==> src/rtl/misaligned_store_unit_if.sv <==
// Store-request and memory-beat bundle for misaligned_store_unit.
// The master issues stores and grants beats; the slave is the store unit.
interface misaligned_store_unit_if #(
    parameter int DW = 32,
    parameter int AW = 32
);
    logic            i_valid;
    logic            o_ready;
    logic [2:0]      i_funct3;
    logic [AW-1:0]   i_addr;
    logic [DW-1:0]   i_data;
    logic            o_mem_req;
    logic            i_mem_gnt;
    logic [AW-1:0]   o_mem_addr;
    logic [DW-1:0]   o_mem_data;
    logic [DW/8-1:0] o_mem_we;
    logic            o_done;
    logic            o_err;

    modport master (
        output i_valid, i_funct3, i_addr, i_data, i_mem_gnt,
        input  o_ready, o_mem_req, o_mem_addr, o_mem_data, o_mem_we, o_done, o_err
    );

    modport slave (
        input  i_valid, i_funct3, i_addr, i_data, i_mem_gnt,
        output o_ready, o_mem_req, o_mem_addr, o_mem_data, o_mem_we, o_done, o_err
    );
endinterface

==> src/rtl/misaligned_store_unit.sv <==
// RISC-V store unit: lane-aligns store data and byte enables, splitting
// stores that cross a memory word into two beats when MISALIGN_EN is set.
module misaligned_store_unit #(
    parameter int DW          = 32,
    parameter int AW          = 32,
    parameter int MISALIGN_EN = 1
) (
    input  logic                   clk,
    input  logic                   reset,
    misaligned_store_unit_if.slave bus
);
    localparam int NB = DW / 8;
    localparam int OW = $clog2(NB);
    localparam int WW = 2 * NB;

    typedef enum logic [1:0] {
        IDLE,
        BEAT1,
        BEAT2,
        RESP
    } state_t;

    state_t          state_q;
    logic            ready_q;
    logic            memReq_q;
    logic [AW-1:0]   memAddr_q;
    logic [DW-1:0]   memData_q;
    logic [NB-1:0]   memWe_q;
    logic            done_q;
    logic            err_q;
    logic            split_q;
    logic [AW-1:0]   addr2_q;
    logic [DW-1:0]   data2_q;
    logic [NB-1:0]   we2_q;

    logic [OW-1:0]   off_d;
    logic [4:0]      span_d;
    logic            cross_d;
    logic [WW-1:0]   mask_d;
    logic [WW-1:0]   weWide_d;
    logic [2*DW-1:0] dataWide_d;
    logic [AW-1:0]   align_d;
    logic            err_d;

    // Shifting into a double-width window yields both beats at once:
    // the low half is beat 1, the spill-over high half is beat 2.
    always_comb begin
        off_d   = bus.i_addr[OW-1:0];
        span_d  = 5'(off_d) + (5'd1 << bus.i_funct3[1:0]);
        cross_d = span_d > 5'(NB);
        mask_d  = '0;
        case (bus.i_funct3[1:0])
            2'b00: mask_d = WW'(8'h01);
            2'b01: mask_d = WW'(8'h03);
            2'b10: mask_d = WW'(8'h0F);
            2'b11: mask_d = WW'(8'hFF);
        endcase
        weWide_d   = mask_d << off_d;
        dataWide_d = {{DW{1'b0}}, bus.i_data} << {off_d, 3'b000};
        align_d    = {bus.i_addr[AW-1:OW], {OW{1'b0}}};
        err_d      = bus.i_funct3[2]
                  || (bus.i_funct3[1:0] == 2'b11 && DW == 32)
                  || (cross_d && MISALIGN_EN == 0);
    end

    always_ff @(posedge clk) begin
        if (reset) begin
            state_q   <= IDLE;
            ready_q   <= 1'b1;
            memReq_q  <= 1'b0;
            memAddr_q <= '0;
            memData_q <= '0;
            memWe_q   <= '0;
            done_q    <= 1'b0;
            err_q     <= 1'b0;
            split_q   <= 1'b0;
            addr2_q   <= '0;
            data2_q   <= '0;
            we2_q     <= '0;
        end else begin
            case (state_q)
                IDLE: begin
                    if (bus.i_valid) begin
                        ready_q <= 1'b0;
                        if (err_d) begin
                            state_q <= RESP;
                            err_q   <= 1'b1;
                        end else begin
                            state_q   <= BEAT1;
                            memReq_q  <= 1'b1;
                            memAddr_q <= align_d;
                            memData_q <= dataWide_d[DW-1:0];
                            memWe_q   <= weWide_d[NB-1:0];
                            split_q   <= cross_d;
                            addr2_q   <= align_d + AW'(NB);
                            data2_q   <= dataWide_d[2*DW-1:DW];
                            we2_q     <= weWide_d[WW-1:NB];
                        end
                    end
                end
                BEAT1: begin
                    if (bus.i_mem_gnt) begin
                        if (split_q) begin
                            state_q   <= BEAT2;
                            memAddr_q <= addr2_q;
                            memData_q <= data2_q;
                            memWe_q   <= we2_q;
                        end else begin
                            state_q  <= RESP;
                            memReq_q <= 1'b0;
                            memWe_q  <= '0;
                            done_q   <= 1'b1;
                        end
                    end
                end
                BEAT2: begin
                    if (bus.i_mem_gnt) begin
                        state_q  <= RESP;
                        memReq_q <= 1'b0;
                        memWe_q  <= '0;
                        done_q   <= 1'b1;
                    end
                end
                RESP: begin
                    state_q <= IDLE;
                    ready_q <= 1'b1;
                    done_q  <= 1'b0;
                    err_q   <= 1'b0;
                end
                default: begin
                    state_q  <= IDLE;
                    ready_q  <= 1'b1;
                    memReq_q <= 1'b0;
                    memWe_q  <= '0;
                    done_q   <= 1'b0;
                    err_q    <= 1'b0;
                end
            endcase
        end
    end

    assign bus.o_ready    = ready_q;
    assign bus.o_mem_req  = memReq_q;
    assign bus.o_mem_addr = memAddr_q;
    assign bus.o_mem_data = memData_q;
    assign bus.o_mem_we   = memWe_q;
    assign bus.o_done     = done_q;
    assign bus.o_err      = err_q;
endmodule

==> src/flat_wrapper.sv <==
// flat-port wrapper written by rule: the top's interface ports become plain ports
module misaligned_store_unit_flat 
#(
    parameter int DW          = 32,
    parameter int AW          = 32,
    parameter int MISALIGN_EN = 1
)
  (clk, reset, bus_i_valid, bus_i_funct3, bus_i_addr, bus_i_data, bus_i_mem_gnt, bus_o_ready, bus_o_mem_req, bus_o_mem_addr, bus_o_mem_data, bus_o_mem_we, bus_o_done, bus_o_err);
  misaligned_store_unit_if #(.DW(DW), .AW(AW)) bus_i ();
  input  logic clk;
  input  logic reset;
  input wire logic [$bits(bus_i.i_valid)-1:0] bus_i_valid;
  input wire logic [$bits(bus_i.i_funct3)-1:0] bus_i_funct3;
  input wire logic [$bits(bus_i.i_addr)-1:0] bus_i_addr;
  input wire logic [$bits(bus_i.i_data)-1:0] bus_i_data;
  input wire logic [$bits(bus_i.i_mem_gnt)-1:0] bus_i_mem_gnt;
  output wire logic [$bits(bus_i.o_ready)-1:0] bus_o_ready;
  output wire logic [$bits(bus_i.o_mem_req)-1:0] bus_o_mem_req;
  output wire logic [$bits(bus_i.o_mem_addr)-1:0] bus_o_mem_addr;
  output wire logic [$bits(bus_i.o_mem_data)-1:0] bus_o_mem_data;
  output wire logic [$bits(bus_i.o_mem_we)-1:0] bus_o_mem_we;
  output wire logic [$bits(bus_i.o_done)-1:0] bus_o_done;
  output wire logic [$bits(bus_i.o_err)-1:0] bus_o_err;
  assign bus_i.i_valid = bus_i_valid;
  assign bus_i.i_funct3 = bus_i_funct3;
  assign bus_i.i_addr = bus_i_addr;
  assign bus_i.i_data = bus_i_data;
  assign bus_i.i_mem_gnt = bus_i_mem_gnt;
  assign bus_o_ready = bus_i.o_ready;
  assign bus_o_mem_req = bus_i.o_mem_req;
  assign bus_o_mem_addr = bus_i.o_mem_addr;
  assign bus_o_mem_data = bus_i.o_mem_data;
  assign bus_o_mem_we = bus_i.o_mem_we;
  assign bus_o_done = bus_i.o_done;
  assign bus_o_err = bus_i.o_err;
  misaligned_store_unit #(.DW(DW), .AW(AW), .MISALIGN_EN(MISALIGN_EN)) u_core (.clk(clk), .reset(reset), .bus(bus_i));
endmodule
==> config.mk <==
export PLATFORM = sky130hd
export DESIGN_NAME = misaligned_store_unit_flat
export DESIGN_NICKNAME = d
export VERILOG_FILES = /design/src/rtl/misaligned_store_unit_if.sv /design/src/rtl/misaligned_store_unit.sv /design/src/flat_wrapper.sv
export SDC_FILE = /design/constraint.sdc
export NUM_CORES = 1
export LEC_CHECK = 0
export ABC_AREA = 1
export CAP_MARGIN = 10
export CORE_MARGIN = 2
export CORE_UTILIZATION = 25
export CTS_CLUSTER_SIZE = 20
export DETAILED_ROUTE_END_ITERATION = 7
export GPL_TIMING_DRIVEN = 0
export PLACE_DENSITY = 0.52
export SLEW_MARGIN = 40
export SYNTH_ARGS = -nofsm -noshare
export SYNTH_HDL_FRONTEND = slang
export SYNTH_SLANG_ARGS = --single-unit
==> constraint.sdc <==
create_clock -name clk -period 2.4 [get_ports clk]
set_input_delay 0.6 -clock clk [delete_from_list [all_inputs] [get_ports clk]]
set_output_delay 0.6 -clock clk [all_outputs]
set_load 0.05 [all_outputs]
==> results_dict.tcl, run 1 <==
set metrics [dict create \
    cp_data_required_time_ps 2710 \
    num_vias 7656 \
    ys_seq_area_share_pct 37.58 \
    max-vdd-ir-drop_mv 0.6129 \
    arrival_ps 2570 \
    dp_hpwl_mm 20.60 \
    reg2reg_slack_ps 150 \
    rsz0062_at_grt "no" \
    drc_errors 0 \
    totalWireLength_mm 26.58 \
    period_needed_ps 2266 \
    path_clk_slew_ps 70 \
    yosys.area.top_type "dfxtp_1" \
    numCtsBuffers 17 \
    slew_headroom_pct 57.65 \
    port_buffers 139 \
    finish.utilization_pct 34.48 \
    htreeDepth 4 \
    wire_per_inst_um 15.98 \
    start_kind "input pin" \
    cts_setup_buffers 0 \
    ys.flop_type "dfxtp_1" \
    seqCellArea_mm2 0.002623 \
    area_growth_pct 36.48 \
    setup-violations-final 0 \
    antenna_found_initial 0 \
    postCtsHoldBufs 0 \
    die_x_um 171.1 \
    worst_slew_pin_slew_ps 635.2 \
    grt_max_degree 17 \
    drt-initial-drc-count 598 \
    hold_class "flip-flop to flip-flop" \
    syn_area_mm2 0.006979 \
    dieArea_mm2 0.02927 \
    syn-mean-instance-area_um2 6.271 \
    async_reset_ff_share_pct 0 \
    yosys.cell_count.top_type "nand2_1" \
    ctsLongestPathBuffers 2 \
    critical_path_class "input pin to flip-flop" \
    hold_viol_final 0 \
    cts_resized 0 \
    tns_ps 0 \
    ant_nets 0 \
    ys_top_cells_by_count "nand2_1, nor2_1, o21ai_0, dfxtp_1, inv_1" \
    grt_pass1_wl_mm 40.23 \
    diodes 0 \
    fmax_mhz 441.3 \
    final_nets 1352 \
    min_period_over_period_pct 94.41 \
    power_density_mw_per_mm2 1133 \
    skew_ps 10.17 \
    core-area_mm2 0.02763 \
    status "finished clean" \
    fill_cells 3065 \
    cts_tree "built" \
    grt_use_total_pct 18.17 \
    vias_per_cell 4.604 \
    initial_core_util_pct 25.26 \
    yosysUniqueCellTypes 31 \
    clock_sinks 131 \
    clock_latency_ps 430 \
    crit_path_end_kind "flip-flop" \
    crit_path_max_fanout 10 \
    ys_top_cells_by_area "dfxtp_1, nand2_1, o21ai_0" \
    p_leak_nw 3.893 \
    grt_pass1_vias 7253 \
    multi_input_area_mm2 0.003685 \
    fp.dieH_um 171.1 \
    synth_edf_count 0 \
    num_rows 61 \
    grt_overflow 0 \
    maxCapViolations 0 \
    netlist_instances 1113 \
    ys.warnings.count 0 \
    ios 143 \
    final_max_slew_viol_count 0 \
    firstDrtPassIters 7 \
    place_congestion 0.9254 \
    drive_gt1_share_pct 7.160 \
    netlist.area_leader.share_pct 37.58 \
    clock-root-buffer "clkbuf_16" \
    synth_seq_cells 131 \
]
[layout by cell type (no fill, tap or decap), types with 8 or more instances in the layout]
cell type / n
nand2_1: 345
clkdlybuf4s50_1: 138
nor2_1: 135
o21ai_0: 132
dfxtp_1: 131
inv_1: 89
a21oi_1: 81
nand3_1: 65
buf_2: 29
clkbuf_1: 21
clkbuf_16: 17
a31oi_1: 11
buf_4: 10
or2_2: 8
[layer usage]
metal,vias to the layer above,track usage [%],routed length (µm),share of wire [%]
met5,-,0,0,0
met4,0,4.200,325,1.2
met3,23,4.025,1506,5.7
met2,236,30.40,12500,47
met1,3525,23.81,12250,46
li1,3872,-,-,-
[worst max-delay path, cell delays in order]
cell	delay (ps)
clkdlybuf4s50_1	500
buf_2	230
inv_1	170
clkbuf_2	250
fa_1	470
nand2_1	80
inv_1	40
o21ai_0	140
a31oi_1	90
[layout make-up]
type,instances,area share [%]
multi-input cells,824,38.68
repair buffers,139,14.63
well taps,378,4.965
clock buffers,19,4.755
plain buffers,67,3.507
clock inverters,13,2.299
inverters,92,3.625
flip-flops and latches,131,27.53
[report_power, final]
part           internal, mW  total, mW  switching (mW)
Clock                  1.92       3.00            1.08
Combinational          1.47       4.76            3.28
Sequential             2.73       3.04           0.307
[flip-flops by register name (all words and copies together) (netlist names)]
register,flops
u_core.split_q,1
u_core.bus.o_mem_req,1
u_core.bus.o_mem_addr,30
u_core.addr2_q,30
u_core.data2_q,24
u_core.state_q,2
u_core.bus.o_mem_data,32
u_core.we2_q,4
u_core.bus.o_done,1
u_core.bus.o_ready,1
u_core.bus.o_err,1
u_core.bus.o_mem_we,4
[cells by family after synthesis]
group / synth area share, %
AO/OA/AOI/OAI: 17.62
XOR/XNOR: 0.7530
other: 0.05373
AND/OR/NAND/NOR: 32.56
flip-flops: 37.58
buffers and inverters: 9.717
adder cells (fa/ha/maj): 1.721
[worst paths after layout]
check / startpoint / end / cells after the start
setup / recovery: bus_i_addr[1] / u_core.split_q / 9
hold / removal: u_core.bus.o_done / u_core.bus.o_done / 2
setup reg to reg: u_core.state_q[1] / u_core.bus.o_mem_data[24] / 9
hold reg to reg: u_core.bus.o_done / u_core.bus.o_done / 2
[through the flow]
stage / cells / setup WS [ps] / hold slack (ps) / area [µm²] / total power [mW]
after global routing: 1663 / 12.29 / 477.7 / 9525 / 11.36
after global placement: 1631 / -373.3 / 443.7 / 8847 / 7.855
final: 1663 / 134.1 / 458.5 / 9525 / 10.79
after CTS: 1663 / 71.45 / 461.7 / 9519 / 10.88
after floorplan: 1114 / 422.0 / 416.8 / 6983 / 6.147
after detailed placement: 1631 / -375.3 / 452.1 / 8847 / 7.865
Power figures use the tool's default switching activity.
==> run 2: changes to the inputs <==
--- a/config.mk
+++ b/config.mk
@@ -12,7 +12,7 @@
 export CTS_CLUSTER_SIZE = 20
 export DETAILED_ROUTE_END_ITERATION = 7
 export GPL_TIMING_DRIVEN = 0
-export PLACE_DENSITY = 0.52
+export SKIP_LAST_GASP = 1
 export SLEW_MARGIN = 40
 export SYNTH_ARGS = -nofsm -noshare
 export SYNTH_HDL_FRONTEND = slang
==> constraint.sdc (replaced) <==
create_clock -name clk -period 1.94 [get_ports clk]
set_input_delay 0.485 -clock clk [delete_from_list [all_inputs] [get_ports clk]]
set_output_delay 0.485 -clock clk [all_outputs]
set_load 0.05 [all_outputs]
==> run 2 against run 1 <==
Effect of this change: the flow now finishes with violations (setup timing); final area shrank 0.28%; clock power grew 6.7%; combinational power grew 21%; final cell count grew 0.24%; global-route usage grew 0.16 points; total power grew 18%; flip-flop and latch count is the same; sequential share of layout area grew 0.10 points; clock-buffer cell count grew 3; worst hold slack lost 15 ps.
==> results_dict.tcl, run 2 (synthesis results as in run 1) <==
set metrics [dict create \
    dieArea_mm2 0.02927 \
    tns_ps -23.09 \
    final.setup.worst_slack_ps -23.09 \
    path_clk_slew_ps 60 \
    setup-violations-final 1 \
    finish.utilization_pct 34.38 \
    wire_per_inst_um 16.08 \
    drive_gt1_share_pct 8.844 \
    cp_data_required_time_ps 2250 \
    cts_tree "built" \
    die_x_um 171.1 \
    clock-root-buffer "clkbuf_16" \
    num_rows 61 \
    grt_overflow 0 \
    dp_cells 1631 \
    fill_cells 3073 \
    vias_per_cell 4.693 \
    diodes 0 \
    firstDrtPassIters 5 \
    hold_class "flip-flop to flip-flop" \
    maxCapViolations 0 \
    period_needed_ps 1963 \
    htreeDepth 4 \
    ant_nets 0 \
    fp.dieH_um 171.1 \
    postCtsHoldBufs 0 \
    final_cell_count_no_fill 1667 \
    grt_use_total_pct 18.33 \
    drc_errors 0 \
    place_congestion 0.9227 \
    min_period_over_period_pct 101.2 \
    status "finished with violations" \
    final_nets 1357 \
    max-vdd-ir-drop_mv 0.6786 \
    skew_ps 9.318 \
    mostFrequentLayoutCells "nand2_1, nor2_1, dfxtp_1" \
    max_stage_delay_ps 510 \
    clock_sinks 131 \
    fmax_mhz 509.4 \
    grt_max_degree 17 \
    drt-initial-drc-count 591 \
    crit_path_max_fanout 10 \
    violations "setup timing" \
    final_common_cell "nand2_1" \
    cpMaxStageDelayCell "clkdlybuf4s50_1" \
    initial_core_util_pct 25.26 \
    crit_path_end_kind "flip-flop" \
    totalWireLength_mm 26.81 \
    clock_latency_ps 430 \
    p_leak_nw 4.206 \
    rsz0062_at_grt "yes" \
    num_vias 7823 \
    path_cells "clkdlybuf4s50_1, buf_6, clkinvlp_4, clkbuf_4, fa_1, nand2_1, inv_1, o21ai_0, a31oi_1" \
    worst_slew_pin_slew_ps 643.8 \
    power_density_mw_per_mm2 1336 \
    largest_reg_flops 32 \
    ios 143 \
    grt_pass1_wl_mm 40.99 \
    grt_pass1_vias 7453 \
    numCtsBuffers 17 \
    final_max_slew_viol_count 0 \
    port_buffers 139 \
    dp_hpwl_mm 20.55 \
    core-area_mm2 0.02763 \
    critical_path_class "input pin to flip-flop" \
    ctsLongestPathBuffers 2 \
    start_kind "input pin" \
    finalPower_mw 12.69 \
    area_growth_pct 36.11 \
    hold_viol_final 0 \
    arrival_ps 2280 \
    place_ws_ps -791.2 \
    antenna_found_initial 0 \
    slew_headroom_pct 57.08 \
]
run 2: cell types whose count changed in the layout (fill, tap and decap cells not counted), sizes merged:
cell | previous run | this run
clkbuf | 41 | 49
clkinvlp | 1 | 4
clkdlybuf4s50 | 138 | 65
clkinv | 3 | 4
inv | 96 | 91
dlymetal6s2s | 1 | 2
dlygate4sd2 | 0 | 72
bufinv | 5 | 2
run 2: cell type report:
type | count | area, µm² | area share, %
buffer | 67 | 380.4 | 4.004
clock buffer | 22 | 464.2 | 4.887
clock inverter | 9 | 106.4 | 1.120
inverter | 92 | 356.6 | 3.754
multi-input combinational | 824 | 3750 | 39.48
sequential | 131 | 2625 | 27.63
tap | 378 | 473.0 | 4.979
timing repair buffer | 144 | 1344 | 14.15
run 2: repair_timing:
item | CTS | global route
setup buffers | 2 | 3
resized for setup | 89 | 45
setup endpoints to repair | 141 | 120
run 2: layer usage:
layer	vias up	track usage, %	part of all wire (%)
met5	-	0	0
met4	0	5.748	2.3
met3	39	3.956	6.7
met2	307	29.59	46
met1	3588	24.37	45
li1	3889	-	-
run 2: worst max-delay path, delay by kind of cell:
kind / cells / cell delay [ps]
adder cells (fa/ha/maj): 1 / 450
AND/OR/NAND/NOR: 1 / 80
AO/OA/AOI/OAI: 2 / 270
buffers and inverters: 5 / 980
run 2: final timing paths:
check | cells after the start | end | startpoint | slack (ps)
setup / recovery | 9 | u_core.split_q | bus_i_addr[1] | -20
hold / removal | 2 | u_core.bus.o_done | u_core.bus.o_done | 440
setup reg to reg | 9 | u_core.bus.o_mem_data[8] | u_core.state_q[1] | 90
hold reg to reg | 2 | u_core.bus.o_done | u_core.bus.o_done | 440
run 2: where the power goes:
part           total (mW)  switching, mW  internal, mW
combinational        5.76           4.17          1.59
sequential           3.73          0.353          3.38
clock                3.20           1.25          1.95
run 2: metrics by stage:
step / hold slack [ps] / area [µm²]
5_1_grt: 470.5 / 9499
3_3_place_gp: 440.8 / 8847
3_5_place_dp: 446.2 / 8847
4_1_cts: 452.2 / 9393
6_report: 443.6 / 9499
2_1_floorplan: 416.8 / 6983
